===== src/rtl/linear_layer_backward.sv =====
// linear_layer_backward
//   Backward pass of the scalar linear layer y = WEIGHT*x + BIAS.
//   For each accepted (x, dL/dy) pair it streams dL/dx = WEIGHT*dL/dy with a
//   one-cycle latency. Over a batch of BATCH pairs it also accumulates
//   dL/dW = sum(x*dL/dy) and dL/dB = sum(dL/dy).
//
// Ports
//   clk           : clock, rising edge
//   reset_n       : synchronous active-low reset
//   init          : start/restart a batch, clears accumulators
//   ready         : idle or finished, a new init may be issued
//   valid_in      : x_block/grad_block carry a sample this cycle
//   x_block       : forward activation x (signed)
//   grad_block    : upstream gradient dL/dy (signed)
//   grad_in_valid : grad_in_block is valid this cycle
//   grad_in_block : dL/dx = WEIGHT*dL/dy (signed, wraps)
//   grad_w        : accumulated weight gradient (signed)
//   grad_b        : accumulated bias gradient (signed)
//   done          : one-cycle pulse, grad_w/grad_b final for the batch
module linear_layer_backward #(
  parameter int WIDTH  = 32,
  parameter int WEIGHT = 2,
  parameter int BATCH  = 4,
  localparam int ACC_WIDTH = 2*WIDTH + $clog2(BATCH) + 1
) (
  input  logic                 clk,
  input  logic                 reset_n,
  input  logic                 init,
  output logic                 ready,
  input  logic                 valid_in,
  input  logic [WIDTH-1:0]     x_block,
  input  logic [WIDTH-1:0]     grad_block,
  output logic                 grad_in_valid,
  output logic [WIDTH-1:0]     grad_in_block,
  output logic [ACC_WIDTH-1:0] grad_w,
  output logic [ACC_WIDTH-1:0] grad_b,
  output logic                 done
);

  localparam int CNT_W = (BATCH > 1) ? $clog2(BATCH) : 1;
  localparam logic [CNT_W-1:0] LAST_IDX = CNT_W'(BATCH - 1);
  localparam logic signed [WIDTH-1:0] WEIGHT_S = WIDTH'(WEIGHT);

  typedef enum logic [1:0] {
    IDLE  = 2'd0,
    ACCUM = 2'd1,
    DRAIN = 2'd2,
    DONE  = 2'd3
  } state_t;

  state_t                       state_r;
  logic [CNT_W-1:0]             cnt_r;
  logic signed [2*WIDTH-1:0]    prod_r;
  logic signed [WIDTH-1:0]      gpend_r;   // dL/dy waiting to enter grad_b
  logic                         pend_r;    // prod_r/gpend_r hold an unaccumulated sample
  logic signed [ACC_WIDTH-1:0]  acc_w_r;
  logic signed [ACC_WIDTH-1:0]  acc_b_r;
  logic                         ready_r;
  logic                         done_r;
  logic                         giv_r;
  logic [WIDTH-1:0]             gib_r;

  logic signed [WIDTH-1:0]      x_s;
  logic signed [WIDTH-1:0]      g_s;
  logic signed [2*WIDTH-1:0]    prod_s;
  logic signed [WIDTH-1:0]      dx_s;
  logic signed [ACC_WIDTH-1:0]  prod_ext_s;
  logic signed [ACC_WIDTH-1:0]  g_ext_s;

  assign x_s    = x_block;
  assign g_s    = grad_block;
  // Operands are widened first so the full signed product is kept.
  assign prod_s = (2*WIDTH)'(x_s) * (2*WIDTH)'(g_s);
  // Low WIDTH bits only: wraps exactly like the forward path.
  assign dx_s   = g_s * WEIGHT_S;

  assign prod_ext_s = {{(ACC_WIDTH-2*WIDTH){prod_r[2*WIDTH-1]}}, prod_r};
  assign g_ext_s    = {{(ACC_WIDTH-WIDTH){gpend_r[WIDTH-1]}}, gpend_r};

  // Batch FSM, sample capture, accumulation and all registered outputs.
  always_ff @(posedge clk) begin
    if (!reset_n) begin
      state_r <= IDLE;
      cnt_r   <= '0;
      prod_r  <= '0;
      gpend_r <= '0;
      pend_r  <= 1'b0;
      acc_w_r <= '0;
      acc_b_r <= '0;
      ready_r <= 1'b1;
      done_r  <= 1'b0;
      giv_r   <= 1'b0;
      gib_r   <= '0;
    end else begin
      giv_r  <= 1'b0;
      done_r <= 1'b0;
      if (init) begin
        // Restart wins over any sample presented in the same cycle.
        state_r <= ACCUM;
        ready_r <= 1'b0;
        cnt_r   <= '0;
        prod_r  <= '0;
        gpend_r <= '0;
        pend_r  <= 1'b0;
        acc_w_r <= '0;
        acc_b_r <= '0;
      end else begin
        // Previous cycle's sample lands in the accumulators one edge later.
        if (pend_r) begin
          acc_w_r <= acc_w_r + prod_ext_s;
          acc_b_r <= acc_b_r + g_ext_s;
        end else begin
          acc_w_r <= acc_w_r;
          acc_b_r <= acc_b_r;
        end
        pend_r <= 1'b0;
        case (state_r)
          IDLE: begin
            ready_r <= 1'b1;
          end
          ACCUM: begin
            ready_r <= 1'b0;
            if (valid_in) begin
              gib_r   <= dx_s;
              giv_r   <= 1'b1;
              prod_r  <= prod_s;
              gpend_r <= g_s;
              pend_r  <= 1'b1;
              if (cnt_r == LAST_IDX) begin
                cnt_r   <= '0;
                state_r <= DRAIN;
              end else begin
                cnt_r   <= cnt_r + CNT_W'(1);
              end
            end else begin
              cnt_r <= cnt_r;
            end
          end
          DRAIN: begin
            state_r <= DONE;
            ready_r <= 1'b1;
            done_r  <= 1'b1;
          end
          DONE: begin
            ready_r <= 1'b1;
          end
          default: begin
            state_r <= IDLE;
            ready_r <= 1'b1;
          end
        endcase
      end
    end
  end

  assign ready         = ready_r;
  assign done          = done_r;
  assign grad_in_valid = giv_r;
  assign grad_in_block = gib_r;
  assign grad_w        = acc_w_r;
  assign grad_b        = acc_b_r;

endmodule


===== config.mk =====
export PLATFORM = sky130hd
export DESIGN_NAME = linear_layer_backward
export DESIGN_NICKNAME = d
export VERILOG_FILES = /design/src/rtl/linear_layer_backward.sv
export SDC_FILE = /design/constraint.sdc
export NUM_CORES = 2
export LEC_CHECK = 0
export ABC_AREA = 1
export BUFFER_PORTS_ARGS = -buffer_cell sky130_fd_sc_hd__buf_2
export CAP_MARGIN = 20
export CORE_ASPECT_RATIO = 0.8
export CORE_UTILIZATION = 50
export DETAILED_ROUTE_END_ITERATION = 10
export PLACE_DENSITY = 0.78
export SLEW_MARGIN = 20
export SYNTH_ARGS = -nofsm -noshare
export SYNTH_HDL_FRONTEND = slang
export SYNTH_SLANG_ARGS = --single-unit
export TNS_END_PERCENT = 5

===== constraint.sdc =====
create_clock -name clk -period 10.2 [get_ports clk]
set_input_delay 1.02 -clock clk [delete_from_list [all_inputs] [get_ports clk]]
set_output_delay 1.02 -clock clk [all_outputs]
set_load 0.03 [all_outputs]

==> results.toml <==
[grt]
grt_overflow = 0
first_global_vias = 53000
antenna_found_initial = 6
grt_max_degree = 87
grt_pass1_wl_um = 308000
track_usage = 0.3405

[clock_network]
tritoncts = "done"
clock_latency_ps = 640
clock_path_buffers = 3
cts-root-buf = "clkbuf_16"
cts_buffers = 30
ctsHoldBuffers = 0
cts_resized = 0
path_clk_slew_ps = 60
htreeDepth = 1
postCtsSetupBuffers = 0
clock_sinks = 268

[timing]
setup_viol = 0
fin_crit_ps = 8365
fmax_mhz = 119.5
fin_skew_ps = 28.28
timing.final.crit_share = 0.8201
slew_violations = 0
hold_violations = 0
rsz0062_at_grt = "false"
tightest_slew_ps = 991.0
fin_setup_tns_ps = 0
timing.slew.headroom = 0.3393

[logic_synthesis]
yosysMostFrequentCell = "nand2_1"
synth_top_flop_cell = "dfxtp_1"
syn_area_per_cell_um2 = 7.062
post-synth-top-area-cell = "fa_1"
synth_nets = 9757
synth-edff-count = 0
yosys-top-cells-count = "nand2_1 (2197), inv_1 (2112), fa_1 (1084)"
synth_cells = 8288
ys_seq_area_frac = 0.09166
ys_ff_latch = 268
netlist.area_leader.share = 0.3708
netlist_top_cells_area = "fa_1 (37%), nand2_1 (14%), inv_1 (14%)"
synth.yosys.warnings = 0
syn_area_mm2 = 0.05853
synthArstFlopShare = 0
synth_cell_types = 53

[detailed_routing]
post_drt_via_cell_ratio = 5.325
wl_per_cell_um = 20.10
final_antenna_net_count = 0
num_vias = 52530
wl_um = 198300
drtIter0Drc = 5028
first_pass_iters = 6
drcViolationCount = 0

[worst_setup_path]
slowest_stage = "buf_2"
cp_common_cell = "inv_1"
end_kind = "flip-flop"
r2r_end = "prod_r[27]"
crit_arrival_ps = 8870
path_buf_inv = 11
cp.required_ps = 10710
crit_family = "adder cells"
reg2reg_depth = 12
critPathMaxFanout = 34
path_class = "input pin to flip-flop"
max_stage_delay_ps = 590
rrSetupSlack_ps = 6580
cp-start-kind = "input pin"
regToRegStartpoint = "state_r[0]"

[floorplanning]
core-area_mm2 = 0.1153
num_rows = 111
die_h_um = 308.0
start_util = 0.5078
die_area_mm2 = 0.1184
fp.dieW_um = 384.5
io_pins = 237

[placed_design]
dp_hpwl_um = 168300
io_buffers = 235
gp_congestion = 1.022

[cells_and_area]
nNetsFinal = 9781
area_growth_pct = 5.936
drive_above_1_share = 0.05687
fillers = 11210

[hold_path]
min-delay-start = "grad_in_block[18]"
worstHoldPathCells = 2
hold_path_class = "flip-flop to flip-flop"
hold_end = "grad_in_block[18]"

[outcome]
outcome = "completed"

[run]
drv_cap = 0
## logic make-up (layout without fill, tap and decap cells)
kind of cell	after synthesis	after routing	share of synthesized area
and+or+nand+nor	3361	3361	0.2304
buffers and inverters	2430	2477	0.1565
adders and majority gates	1401	1401	0.4385
AOI/OAI and AO/OA	733	733	0.06881
DFF	268	268	0.09166
xor gates and xnor gates	94	94	0.01407
other	1	6	0.00006407
## cell type report
class                           count  area (um^2)  area share
Clock buffer                       38        840.8     0.01356
Tap cell                         1525         1908     0.03077
Multi-Input combinational cell   5590        44010      0.7098
Inverter                         2123         7971      0.1286
Antenna cell                        5        12.51   0.0002018
Timing Repair Buffer              299         1657     0.02672
Clock inverter                     17        234.0    0.003773
Sequential cell                   268         5369     0.08659
## through the flow
stage          cells  setup WS [ps]    util  cell area (um^2)  hold WS [ps]
2_1_floorplan   8288           2178       -             58530         444.6
3_3_place_gp    9805           1235  0.5285             60920         443.9
3_5_place_dp    9805           1196  0.5285             60920         451.5
4_1_cts         9860           1837  0.5378             61990         459.9
5_1_grt         9863           1207  0.5379             62000         473.9
6_report        9865           1835  0.5379             62010         458.8
## placed cells by master (no fill, tap or decap), types with 6 or more instances in the layout
master	instances
and2_1	6
nor3_1	35
nand3b_1	7
nor2_1	727
fa_1	1084
nor2_2	25
inv_1	2112
nand2_2	36
nand4_1	31
clkbuf_8	6
xor2_1	81
o221ai_1	8
or2_2	9
o21bai_1	54
nand3_1	245
a21o_1	17
clkbuf_16	30
dfxtp_1	267
nand3_2	14
a31oi_1	8
nand2_1	2197
inv_2	9
nor4_1	10
xnor2_1	13
o21ai_0	233
buf_2	235
o21ai_1	42
ha_1	317
o21a_1	13
buf_4	64
a21oi_1	332
o211ai_1	6
## per-layer routing
layer / GRT usage / wire (um)
met1: 0.4867 / 85760
met2: 0.5279 / 87920
met3: 0.05106 / 17290
met4: 0.1129 / 7325
met5: 0 / 0
## worst reg2reg max path: cells and delay by family, from the launching register on
family	cells	cell delay (ps)
buffers and inverters	6	2140
and+or+nand+nor	5	890
DFF	1	340
AOI/OAI and AO/OA	1	130
## flip-flops by register name (all words and copies together), names as in the netlist
name and flops:
done 1, ready 1, gpend_r 32, grad_in_valid 1, grad_b 67, prod_r 64
state_r 2, cnt_r 2, grad_in_block 31, grad_w 67
## worst max path at each step
| stage | end | cells after the start | from |
|---|---|---|---|
| finish | prod_r[55] | 30 | grad_block[6] |
| global route | prod_r[55] | 30 | grad_block[6] |
| CTS | prod_r[55] | 30 | grad_block[6] |
| detailed placement | prod_r[55] | 30 | grad_block[6] |
| global placement | prod_r[55] | 30 | grad_block[6] |
| floorplan | prod_r[55] | 29 | grad_block[0] |
Power is not shown: default switching activity piles up to over one toggle a cycle in this logic, so the estimate is an artifact.
